$ cat config.mk
export PLATFORM = sky130hd
export DESIGN_NAME = sram_port_arbiter
export DESIGN_NICKNAME = d
export VERILOG_FILES = /design/src/rtl/sram_port_arbiter.sv
export SDC_FILE = /design/constraint.sdc
export NUM_CORES = 1
export LEC_CHECK = 0
export BUFFER_PORTS_ARGS = -buffer_cell sky130_fd_sc_hd__buf_2
export CAP_MARGIN = 10
export CORE_UTILIZATION = 34
export CTS_CLUSTER_SIZE = 28
export DETAILED_ROUTE_END_ITERATION = 10
export PLACE_DENSITY = 0.81
export SYNTH_ARGS = -nofsm -noshare
export SYNTH_HDL_FRONTEND = slang
export SYNTH_SLANG_ARGS = --single-unit
$ cat constraint.sdc
create_clock -name clk -period 2.1 [get_ports clk]
set_input_delay 0.42 -clock clk [delete_from_list [all_inputs] [get_ports clk]]
set_output_delay 0.42 -clock clk [all_outputs]
set_load 0.1 [all_outputs]
$ cat src/rtl/sram_port_arbiter.sv
// sram_port_arbiter: round-robin arbiter with burst lock that shares one single-port SRAM
// among NUM_REQ requesters and steers the one-cycle-late read data back to the reader.
module sram_port_arbiter #(
   parameter int NUM_REQ    = 2,
   parameter int ADDR_WIDTH = 4,
   parameter int DATA_WIDTH = 8
) (
   input  logic                          clk,
   input  logic                          rst_n,
   input  logic [NUM_REQ-1:0]            req_i,
   input  logic [NUM_REQ-1:0]            lock_i,
   input  logic [NUM_REQ-1:0]            we_i,
   input  logic [NUM_REQ*ADDR_WIDTH-1:0] addr_i,
   input  logic [NUM_REQ*DATA_WIDTH-1:0] wdata_i,
   output logic [NUM_REQ-1:0]            gnt_o,
   output logic [NUM_REQ-1:0]            rvalid_o,
   output logic [DATA_WIDTH-1:0]         rdata_o,
   output logic                          mem_cs_o,
   output logic                          mem_we_o,
   output logic [ADDR_WIDTH-1:0]         mem_addr_o,
   output logic [DATA_WIDTH-1:0]         mem_din_o,
   input  logic [DATA_WIDTH-1:0]         mem_dout_i
);
   localparam int IW = (NUM_REQ > 1) ? $clog2(NUM_REQ) : 1;
   logic [IW-1:0]      ptr_q, ptr_d, owner_q, owner_d, sel;
   logic               owned_q, owned_d, hit, any;
   logic [NUM_REQ-1:0] rsel_q, rsel_d;
   int                 j;
   // a held lock overrides the rotating search
   always_comb begin
      sel = ptr_q;
      hit = 1'b0;
      j   = 0;
      for (int k = 0; k < NUM_REQ; k++) begin
         j = (int'(ptr_q) + k) % NUM_REQ;
         if (!hit && req_i[j[IW-1:0]]) begin
            hit = 1'b1;
            sel = j[IW-1:0];
         end
      end
      if (owned_q && req_i[owner_q] && lock_i[owner_q]) begin
         hit = 1'b1;
         sel = owner_q;
      end
   end
   assign any        = hit && rst_n;
   assign gnt_o      = any ? NUM_REQ'(1) << sel : '0;
   assign mem_cs_o   = any;
   assign mem_we_o   = any && we_i[sel];
   assign mem_addr_o = any ? addr_i[sel*ADDR_WIDTH +: ADDR_WIDTH] : '0;
   assign mem_din_o  = any ? wdata_i[sel*DATA_WIDTH +: DATA_WIDTH] : '0;
   assign rvalid_o   = rsel_q;
   assign rdata_o    = mem_dout_i;
   always_comb begin
      ptr_d   = ptr_q;
      owner_d = owner_q;
      owned_d = 1'b0;
      rsel_d  = gnt_o & ~we_i;
      if (any && lock_i[sel]) begin
         owner_d = sel;
         owned_d = 1'b1;
      end else if (any) begin
         ptr_d = (sel == IW'(NUM_REQ-1)) ? '0 : sel + 1'b1;
      end
   end
   always_ff @(posedge clk or negedge rst_n) begin
      if (!rst_n) begin
         ptr_q   <= '0;
         owner_q <= '0;
         owned_q <= 1'b0;
         rsel_q  <= '0;
      end else begin
         ptr_q   <= ptr_d;
         owner_q <= owner_d;
         owned_q <= owned_d;
         rsel_q  <= rsel_d;
      end
   end
endmodule

== Word level (Yosys, flattened, before mapping) ==
Cells that the tools add are included.
Storage, ports and cells
  output and inout port bits: 26
  logic and storage cells: 46
  input bits: 40
  flip-flop bits (word level): 5
Cells by class
  $lt $le $gt $ge: 4
  multiplexer cells: 22
  bitwise gates (word level): 3
  reduce and logical (&&, ||, !) cells: 8
  shift operators: 3
  add/subtract/negate cells: 2
Operator list (number)
  $mux W1: 19
  $shiftx A16 B5 Y8: 1
  $lt A1 B2 Y1 const B: 4
  $mux W8: 1
  $shiftx A8 B4 Y4: 1
  $logic_and A1 B1 Y1: 6
  $mux W4: 1
  $add A1 B1 Y1 const B: 2
  $and A2 B2 Y2: 1
  $mux W2: 1
  $not A2 Y2: 1
  $reduce_and A2 Y1: 1
  $shl A1 B1 Y2 const A: 1
  $logic_not A1 Y1: 1
  $not A1 Y1: 1

== Depth between registers and ports, before layout ==
Gate-level depths: netlist (run 1).
  word-level depth: 12
  mapped depth: 6
  mapped depth without buffers: 3

== Worst setup path after synthesis (run 1) ==
No wires, ideal clock.
  kind: input-to-output
  from: in req_i[1]
  to: out mem_addr_o[0]
  buffers on the path: 2
  data required time: 1.680 ns
  stages: 5
  arrival time: 1.994 ns
  path slack: -0.314 ns
  cells stage by stage: buf_6 > o21a_4 > and2_4 > buf_6 > a32o_1
On the way
  word-level cells in the longest chain between the ends: 9
  elaborated cells on any way between the ends: 18
  classes of those cells: 1 x shift; 12 x mux; 5 x reduce/logical
RTL lines
  start, declared: RTL line 10  | input logic [NUM_REQ-1:0] req_i,
  $mux W1 (implied by the code) (2 in series): RTL line 36  | if (!hit && req_i[j[IW-1:0]]) begin
  $mux W1: RTL line 36
  $logic_not A1 Y1: RTL line 36
  $logic_and A1 B1 Y1: RTL line 36
  $mux W1: RTL line 36
  $mux W1 (*): RTL line 41  | if (owned_q && req_i[owner_q] && lock_i[owner_q]) begin
  $logic_and A1 B1 Y1 (*): RTL line 46  | assign any = hit && rst_n;
  named net mem_cs_o: RTL line 18  | output logic mem_cs_o,
  $mux W4 (*): RTL line 50  | assign mem_addr_o = any ? addr_i[sel*ADDR_WIDTH +: ADDR_WIDTH] : '0;
  end, declared: RTL line 20  | output logic [ADDR_WIDTH-1:0] mem_addr_o,
The timed path passes the listed nets; every way through them passes the cells marked *. The select of a mux whose other input is x is not followed.

== Worst setup path in the final report (run 1) ==
  from: reg owned_q
  to: out mem_din_o[1]
On the way
  word-level cells in the longest chain between the ends: 5
  elaborated cells on any way between the ends: 7
  classes of those cells: 1 x shift; 3 x mux; 3 x reduce/logical
RTL lines
  start, declared: RTL line 26  | logic owned_q, owned_d, hit, any;
  start signal, assigned: RTL line 75  | owned_q <= owned_d;
  $logic_and A1 B1 Y1 (*) (2 in series): RTL line 41
  $mux W1: RTL line 41
  $shiftx A16 B5 Y8 / $logic_and A1 B1 Y1 (equally long branches): RTL line 51, 46
  $mux W8 (*): RTL line 51  | assign mem_din_o = any ? wdata_i[sel*DATA_WIDTH +: DATA_WIDTH] : '0;
  end, declared: RTL line 21  | output logic [DATA_WIDTH-1:0] mem_din_o,
Every way passes the cells marked *; elsewhere a longest branch is shown, timed or not.

==> flow_metrics.env, run 1 <==
export IMPL_cts_root_buf="sky130_fd_sc_hd__clkbuf_4"
export IMPL_met3RoutedLength_um=71
export IMPL_run_status="finished, violations left"
export IMPL_worst_setup_path_startpoint="owned_q"
export IMPL_start_util=0.362
export IMPL_clk_pin_slew_ps=50
export IMPL_cts_inserted_buffers=3
export IMPL_unrepaired_setup_endpoints_after_global_routing="true"
export IMPL_final_critical_path_setup_slack_ps=-67.3
export IMPL_post_synth_instance_area_sq_um=624
export IMPL_gp_congestion=0.887
export IMPL_grt_max_degree=16
export IMPL_final_nets=148
export IMPL_overflow_left_after_global_routing=0
export IMPL_rows=15
export IMPL_crit_end="mem_din_o[1]"
export IMPL_route_final_wire_length_um=2120
export IMPL_viasPerCell=5.30
export IMPL_layout_cells_most_common_list="sky130_fd_sc_hd__buf_2 (34), sky130_fd_sc_hd__buf_12 (16), sky130_fd_sc_hd__a32o_4 (8)"
export IMPL_min_period_over_period=1.03
export IMPL_min_period_ps=2170
export IMPL_report_power_total_uw=865
export IMPL_avgRoutedWirePerCell_um=16.1
export IMPL_post_synth_cell_area_avg_sq_um=10.2
export IMPL_fmaxAchievable_mhz=461
export IMPL_die_y_um=44.9
export IMPL_regToRegSetupSlack_ps=520
export IMPL_clock_tree_from_tritoncts="built"
export IMPL_vdd_drop_max_mv=0.419
export IMPL_placed_cells_incl_taps=126
export IMPL_setup_violations=13
export IMPL_cells_taking_the_most_area_after_synthesis="sky130_fd_sc_hd__dfrtp_1 (20%), sky130_fd_sc_hd__a32o_2 (14%), sky130_fd_sc_hd__a32o_1 (9.6%), sky130_fd_sc_hd__buf_4 (9.6%), sky130_fd_sc_hd__buf_6 (7.2%)"
export IMPL_fin_skew_ps=3.28
export IMPL_timing_slew_headroom=0.673
export IMPL_finalMaxSlewViolations=0
export IMPL_worst_r2r_path_depth=4
export IMPL_crit_reg2reg_capture="owned_q"
export IMPL_synth_net_count=101
export IMPL_post_route_ant_nets=0
export IMPL_p_leak_nw=0.552
export IMPL_insertion_delay_ps=250
export IMPL_fraction_of_layout_cells_with_a_size_suffix_above_1=0.757
export IMPL_cts_sink_count=5
export IMPL_crit_path_start_kind="flip-flop"
export IMPL_number_of_antenna_violations_at_the_first_check_in_global_routing=0
export IMPL_met1Wirelength_um=804
export IMPL_synth_top_area_frac=0.200
export IMPL_max_slew_worst_pin_slew_ps=495
export IMPL_required_time_at_the_worst_slack_endpoint_ps=1680
export IMPL_met2WireLength_um=1240
export IMPL_io_pins=66
export IMPL_grt_pass1_wl_um=2990
export IMPL_starting_drt_drc_count=20
export IMPL_final_hpwl_from_detailed_placement_um=1620
export IMPL_flow_area_growth_from_synthesis_pct=90.6
export IMPL_first_global_vias=666
export IMPL_h_tree_level_count=1
export IMPL_failed_checks="setup timing"
export IMPL_synth_cells=61
export IMPL_powerDensity_nw_per_um2=727
export IMPL_vias=700
export IMPL_yosys_register_bits=5
export IMPL_worstPathMaxFanout=7
export IMPL_clock_tree_buffer_depth=2
export IMPL_worst_r2r_startpoint="owned_q"
export IMPL_hold_viol=0
export IMPL_io_buffer_count=49
export IMPL_die_width_um=44.9
export IMPL_globalRouteTotalUtil=0.209
export IMPL_remaining_drc_errors=0
export IMPL_worstHoldPathType="in -> async"
export IMPL_synth_seq_area_share=0.200
export IMPL_setup_tns_ps=-576
export IMPL_diodes=0
export IMPL_yosysUniqueCellTypes=26
export IMPL_yosysTopAreaCell="sky130_fd_sc_hd__dfrtp_1"
export IMPL_path_class="reg -> out"
export IMPL_detailedRoute_firstPassIterationCount=4
export IMPL_top_signal_layer_used="met4"
export IMPL_ys_warnings_count=0
export IMPL_worst_ep_arrival_time_ps=1750
export IMPL_timing_hold_ws_ps=102
export IMPL_number_of_standard_cells_in_the_layout_taps_in_and_fillers_out=132
export IMPL_max_cap_violations=0
export IMPL_design_die_area_sq_um=2010
export IMPL_placeableCoreArea_sq_um=1730
export IMPL_final_common_cell="sky130_fd_sc_hd__buf_2"
export IMPL_postCtsHoldBufs=0
export IMPL_end_kind="primary output"
worst min-delay path by stage:
| stage | cells past startpoint | slack, ps | to | from |
|---|---|---|---|---|
| 2_1_floorplan | 0 | 120 | owned_q | rst_n |
| 3_3_place_gp | 2 | 360 | owned_q | rst_n |
| 3_5_place_dp | 2 | 360 | owner_q | rst_n |
| 4_1_cts | 2 | 90 | owner_q | rst_n |
| 5_1_grt | 2 | 110 | owner_q | rst_n |
| 6_report | 2 | 100 | owner_q | rst_n |
critical path, cell delays in order, from the launching register on:
cell	delay, ps
sky130_fd_sc_hd__dfrtp_1	430
sky130_fd_sc_hd__and3_1	240
sky130_fd_sc_hd__o211a_2	340
sky130_fd_sc_hd__a32o_4	330
sky130_fd_sc_hd__buf_12	160
area by class of cell:
type | count | area, sq um
fill | 127 | 537
timing repair buffer | 54 | 520
multi-input combinational | 43 | 480
sequential | 5 | 126
tap | 25 | 31.3
clock buffer | 3 | 22.5
clock inverter | 1 | 5.00
inverter | 1 | 3.75
cell usage after synthesis (all sizes together):
cell / count
nand2b: 2
o21ba: 1
and2: 4
a21o: 1
and3: 1
a32o: 14
dfrtp: 5
nand3b: 1
o211ai: 2
buf: 13
nand4b: 2
o21a: 1
and2b: 1
mux2i: 1
inv: 1
or2: 1
nor3b: 1
nand2: 4
a21oi: 2
o211a: 1
a221oi: 2
registers in the layout (all words and copies together) (netlist names):
register,flops
rvalid_o,2
owned_q,1
owner_q,1
ptr_q,1
cells by family (layout without fill, tap and decap cells):
kind of cell | Yosys count | after routing | synth area share
muxes | 1 | 1 | 0.0160
DFF | 5 | 5 | 0.200
buffers and inverters | 14 | 59 | 0.198
and+or+nand+nor | 17 | 17 | 0.180
AOI/OAI and AO/OA | 24 | 25 | 0.405
timing repair:
item / 4_1_cts / 5_1_grt
pin swaps: 1 / 1
gates cloned: 0 / 1
endpoints found under the setup margin: 14 / 13
buffers inserted: 0 / 1
resized for setup: 1 / 1
power breakdown:
part / switching, mW / total, mW / internal [mW]
combinational: 0.383 / 0.624 / 0.241
clock: 0.0440 / 0.113 / 0.0691
sequential: 0.0179 / 0.129 / 0.111
total: 0.445 / 0.865 / 0.421
stage by stage:
| step | area (sq um) | setup WS, ps | util |
|---|---|---|---|
| after floorplan | 724 | -30.5 | - |
| after global placement | 1140 | 42.1 | 0.658 |
| after detailed placement | 1140 | 24.7 | 0.658 |
| after CTS | 1170 | -57.0 | 0.678 |
| after global routing | 1190 | -98.3 | 0.689 |
| final | 1190 | -67.3 | 0.689 |
routing by layer:
| layer | vias to the layer above | global-route usage |
|---|---|---|
| met3 | 2 | 0.0240 |
| met2 | 23 | 0.388 |
| li1 | 333 | - |
| met1 | 342 | 0.234 |
| met5 | - | 0 |
| met4 | 0 | 0.103 |
(Power assumes the default switching activity.)
==> run 2: changes to the inputs <==
Settings changed: SKIP_LAST_GASP from default to 1.
==> run 2 against run 1 <==
  * The run still ends with setup timing left
  * Cell area down 0.11%
  * Register-to-register slack barely moved
  * Sequential share of layout area is 0.094 points lower
  * Die area unchanged
  * Worst hold slack better by 1.3 ps
  * Worst setup slack improved by 1.6 ps
  * Sequential power hardly changed
  * Global-route usage unchanged
  * Flip-flop and latch count is the same
  * Critical path type unchanged
  * Largest power group unchanged
  * Highest routed layer unchanged
==> flow_metrics.env, run 2 (same netlist as run 1, synthesis figures left out) <==
export IMPL_design_die_area_sq_um=2010
export IMPL_worst_ep_arrival_time_ps=1750
export IMPL_cp_max_stage_delay_ps=430
export IMPL_largest_register_ff_count=2
export IMPL_grt_pass1_wl_um=2990
export IMPL_final_common_cell="sky130_fd_sc_hd__buf_2"
export IMPL_timing_hold_ws_ps=103
export IMPL_detailedRoute_firstPassIterationCount=4
export IMPL_max_cap_violations=0
export IMPL_placement_setup_worst_slack_ps=24.7
export IMPL_final_nets=148
export IMPL_final_critical_path_setup_slack_ps=-65.7
export IMPL_most_crowded_layer_after_global_routing="met2"
export IMPL_postCtsHoldBufs=0
export IMPL_grt_met2_usage=0.388
export IMPL_clock_tree_buffer_depth=2
export IMPL_number_of_standard_cells_in_the_layout_taps_in_and_fillers_out=132
export IMPL_grt_max_degree=16
export IMPL_failed_checks="setup timing"
export IMPL_diodes=0
export IMPL_global_route_usage_met1=0.234
export IMPL_worst_setup_path_startpoint="owned_q"
export IMPL_crit_path_start_kind="flip-flop"
export IMPL_hold_viol=0
export IMPL_finalMaxSlewViolations=0
export IMPL_final_hpwl_from_detailed_placement_um=1620
export IMPL_run_status="finished, violations left"
export IMPL_p_leak_nw=0.553
export IMPL_io_pins=66
export IMPL_worst_r2r_startpoint="owned_q"
export IMPL_unrepaired_setup_endpoints_after_global_routing="true"
export IMPL_report_power_total_uw=864
export IMPL_globalRouteTotalUtil=0.209
export IMPL_flow_area_growth_from_synthesis_pct=90.4
export IMPL_io_buffer_count=49
export IMPL_cts_inserted_buffers=3
export IMPL_cts_sink_count=5
export IMPL_min_period_ps=2170
export IMPL_insertion_delay_ps=240
export IMPL_timing_slew_headroom=0.673
export IMPL_placed_cells_incl_taps=126
export IMPL_first_global_vias=666
export IMPL_required_time_at_the_worst_slack_endpoint_ps=1680
export IMPL_rows=15
export IMPL_post_route_ant_nets=0
export IMPL_die_width_um=44.9
export IMPL_min_period_over_period=1.03
export IMPL_end_kind="primary output"
export IMPL_worstHoldPathType="in -> async"
export IMPL_placeableCoreArea_sq_um=1730
export IMPL_path_class="reg -> out"
export IMPL_met3_grt_util=0.0240
export IMPL_die_y_um=44.9
export IMPL_overflow_left_after_global_routing=0
export IMPL_worstPathCellList="and3_1 > o211a_2 > a32o_4 > buf_12"
export IMPL_avgRoutedWirePerCell_um=16.1
export IMPL_critical_path_buffer_and_inverter_count=1
export IMPL_gp_congestion=0.887
export IMPL_fraction_of_layout_cells_with_a_size_suffix_above_1=0.748
export IMPL_setup_tns_ps=-577
export IMPL_critPathTopFamily="compound AO/OA/AOI/OAI gates"
export IMPL_clk_pin_slew_ps=50
export IMPL_remaining_drc_errors=0
export IMPL_starting_drt_drc_count=20
export IMPL_fin_skew_ps=2.40
export IMPL_max_slew_worst_pin_slew_ps=495
export IMPL_setup_violations=14
export IMPL_clock_tree_from_tritoncts="built"
export IMPL_cts_root_buf="sky130_fd_sc_hd__clkbuf_4"
export IMPL_worst_r2r_path_depth=4
export IMPL_viasPerCell=5.30
export IMPL_crit_reg2reg_capture="owned_q"
export IMPL_start_util=0.362
export IMPL_vias=700
export IMPL_number_of_antenna_violations_at_the_first_check_in_global_routing=0
export IMPL_layout_cells_most_common_list="sky130_fd_sc_hd__buf_2 (34), sky130_fd_sc_hd__buf_12 (16), sky130_fd_sc_hd__a32o_4 (8)"
export IMPL_h_tree_level_count=1
export IMPL_powerDensity_nw_per_um2=727
export IMPL_route_final_wire_length_um=2120
export IMPL_regToRegSetupSlack_ps=520
export IMPL_vdd_drop_max_mv=0.419
export IMPL_fmaxAchievable_mhz=462
export IMPL_cpMaxStageDelayCell="sky130_fd_sc_hd__dfrtp_1"
export IMPL_worstPathMaxFanout=7
[run 2: cell count changes in the layout (fill, tap and decap cells not counted)]
cell	previous run	this run
sky130_fd_sc_hd__dfrtp_1	4	5
sky130_fd_sc_hd__dfrtp_2	1	0
[run 2: routing by layer]
layer | up-vias | part of all wire
met2 | 23 | 0.59
met1 | 342 | 0.38
met5 | - | 0
met4 | 0 | 0.0028
met3 | 2 | 0.033
li1 | 333 | -
[run 2: timing repair]
action	4_1_cts	5_1_grt
cloned	0	1
pin swaps	1	1
setup buffers	0	1
gates resized for setup	1	0
endpoints found under the setup margin	14	13
[run 2: cell type report]
| class | instances | area [sq um] |
|---|---|---|
| fillers | 128 | 538 |
| repair buffers | 54 | 520 |
| multi-input cells | 43 | 480 |
| flip-flops and latches | 5 | 125 |
| well taps | 25 | 31.3 |
| clock buffers | 3 | 22.5 |
| clock inverters | 1 | 5.00 |
| inverters | 1 | 3.75 |
[run 2: through the flow]
step                instance area, sq um   util
floorplan                            724      -
global placement                    1140  0.658
detailed placement                  1140  0.658
CTS                                 1170  0.678
global route                        1190  0.688
finish                              1190  0.688
[run 2: worst max-delay path by stage]
stage | cells after the start | slack, ps | endpoint
6_report | 4 | -70 | mem_din_o[1]
5_1_grt | 5 | -110 | mem_addr_o[0]
4_1_cts | 5 | -60 | mem_addr_o[3]
3_5_place_dp | 5 | 20 | mem_din_o[2]
3_3_place_gp | 5 | 40 | mem_din_o[0]
2_1_floorplan | 5 | -30 | mem_addr_o[0]
[run 2: worst register-to-register path: cells and delay by family (launching register included)]
kind / cells / cell delay, ps
DFF: 1 / 430
AOI/OAI and AO/OA: 1 / 430
and+or+nand+nor: 1 / 240
muxes: 1 / 240
buffers and inverters: 1 / 160
[run 2: power breakdown]
part	total [mW]	internal (mW)	switching [mW]
combinational	0.624	0.241	0.383
sequential	0.128	0.110	0.0178
clock	0.113	0.0691	0.0435
total	0.864	0.420	0.444
==> run 3: changes to the inputs <==
Settings changed: CORE_ASPECT_RATIO from default to 1.4.
==> run 3 against run 2 <==
  * The flow still finishes with violations (setup timing)
  * First-iteration DRC count fell by 65%
  * Die area increased by 0.12%
  * Cell count decreased by 5.3%
  * Register-to-register slack improved by 140 ps
  * Maximum frequency rose by 0.32%
  * Worst setup slack better by 7.0 ps
  * Critical path type unchanged
  * Critical endpoint is now mem_din_o[5]
==> flow_metrics.env, run 3 (same netlist as run 1, synthesis figures left out) <==
export IMPL_cts_inserted_buffers=3
export IMPL_viasPerCell=5.59
export IMPL_crit_path_start_kind="flip-flop"
export IMPL_largest_register_ff_count=2
export IMPL_critPathTopFamily="compound AO/OA/AOI/OAI gates"
export IMPL_worstPathCellList="nand2b_1 > o211a_2 > a32o_4 > buf_12"
export IMPL_end_kind="primary output"
export IMPL_start_util=0.360
export IMPL_insertion_delay_ps=240
export IMPL_vdd_drop_max_mv=0.569
export IMPL_post_dp_cell_area_sq_um=1110
export IMPL_io_buffer_count=49
export IMPL_min_period_ps=2160
export IMPL_cts_root_buf="sky130_fd_sc_hd__clkbuf_4"
export IMPL_timing_slew_headroom=0.676
export IMPL_min_period_over_period=1.03
export IMPL_path_class="reg -> out"
export IMPL_postCtsHoldBufs=0
export IMPL_max_cap_violations=0
export IMPL_h_tree_level_count=1
export IMPL_clock_tree_from_tritoncts="built"
export IMPL_avgRoutedWirePerCell_um=15.8
export IMPL_hold_viol=0
export IMPL_layout_cells_most_common_list="sky130_fd_sc_hd__buf_2 (34), sky130_fd_sc_hd__buf_12 (16), sky130_fd_sc_hd__a32o_4 (8)"
export IMPL_fraction_of_layout_cells_with_a_size_suffix_above_1=0.733
export IMPL_remaining_drc_errors=0
export IMPL_final_nets=146
export IMPL_gp_congestion=0.843
export IMPL_met1Wirelength_um=665
export IMPL_failed_checks="setup timing"
export IMPL_die_y_um=52.7
export IMPL_route_final_wire_length_um=1970
export IMPL_critical_path_buffer_and_inverter_count=1
export IMPL_worstHoldPathType="in -> async"
export IMPL_max_slew_worst_pin_slew_ps=489
export IMPL_required_time_at_the_worst_slack_endpoint_ps=1680
export IMPL_grt_pass1_wl_um=2770
export IMPL_starting_drt_drc_count=7
export IMPL_flow_area_growth_from_synthesis_pct=86.8
export IMPL_run_status="finished, violations left"
export IMPL_cts_sink_count=5
export IMPL_clock_tree_buffer_depth=2
export IMPL_report_power_total_uw=852
export IMPL_overflow_left_after_global_routing=0
export IMPL_worst_ep_arrival_time_ps=1740
export IMPL_design_die_area_sq_um=2010
export IMPL_detailedRoute_firstPassIterationCount=4
export IMPL_layout_cell_area_non_filler_sq_um=1170
export IMPL_finalMaxSlewViolations=0
export IMPL_fin_skew_ps=1.94
export IMPL_globalRouteTotalUtil=0.192
export IMPL_clk_pin_slew_ps=40
export IMPL_top_signal_layer_used="met4"
export IMPL_rows=18
export IMPL_powerDensity_nw_per_um2=731
export IMPL_met3RoutedLength_um=216
export IMPL_placeableCoreArea_sq_um=1730
export IMPL_die_width_um=38.2
export IMPL_post_route_ant_nets=0
export IMPL_vias=699
export IMPL_finalCoreUtilization=0.672
export IMPL_number_of_antenna_violations_at_the_first_check_in_global_routing=0
export IMPL_worstPathMaxFanout=7
export IMPL_io_pins=66
export IMPL_diodes=0
export IMPL_first_global_vias=663
export IMPL_unrepaired_setup_endpoints_after_global_routing="true"
export IMPL_p_leak_nw=0.539
export IMPL_grt_max_degree=16
export IMPL_final_common_cell="sky130_fd_sc_hd__buf_2"
export IMPL_final_critical_path_setup_slack_ps=-58.7
export IMPL_cp_max_stage_delay_ps=420
export IMPL_met2WireLength_um=1070
export IMPL_setup_violations=13
export IMPL_fmaxAchievable_mhz=463
export IMPL_placement_setup_worst_slack_ps=0.00300
export IMPL_cpMaxStageDelayCell="sky130_fd_sc_hd__dfrtp_1"
run 3: area by class of cell:
class / instances / area [sq um]
multi-input combinational: 43 / 480
sequential: 5 / 125
clock buffer: 4 / 26.3
inverter: 1 / 3.75
timing repair buffer: 52 / 505
fill: 124 / 568
tap: 20 / 25.0
run 3: power by group:
group,switching (mW),internal (mW),total [mW],leakage [nW]
sequential,0.0160,0.110,0.126,0.0651
clock,0.0353,0.0716,0.107,0.0150
combinational,0.380,0.239,0.619,0.459
total,0.432,0.421,0.852,0.539
run 3: per-stage QoR:
step / TNS (ps) / hold slack (ps) / std cells
after floorplan: -172 / 124 / 61
after global routing: -1320 / 116 / 125
final: -505 / 114 / 125
after CTS: -405 / 107 / 124
after global placement: 0 / 355 / 119
after detailed placement: 0 / 365 / 119
run 3: per-layer routing:
layer  track usage  vias up
met3        0.0681        2
met1         0.184      320
li1              -      327
met4        0.0714        0
met5             0        -
met2         0.356       50
run 3: final timing paths:
check	from	end	slack [ps]	depth (start not counted)
max	ptr_q	mem_din_o[5]	-60	4
min	rst_n	rvalid_o[1]	110	2
max reg2reg	owned_q	owned_q	660	3
min reg2reg	owner_q	owner_q	600	2
max in group asynchronous	rst_n	owned_q	1870	2
min in group clk	we_i[1]	rvalid_o[1]	370	2
run 3: repair_timing:
action	4_1_cts	5_1_grt
pin swaps	1	0
cloned	0	1
endpoints found under the setup margin	14	14
buffers inserted	1	0
resized for setup	1	0
run 3: worst reg2reg max path: cells and delay by family, from the launching register on:
family	cells	cell delay, ps
AND/OR/NAND/NOR	1	240
flip-flops	1	410
AO/OA/AOI/OAI	1	460
multiplexers	1	240
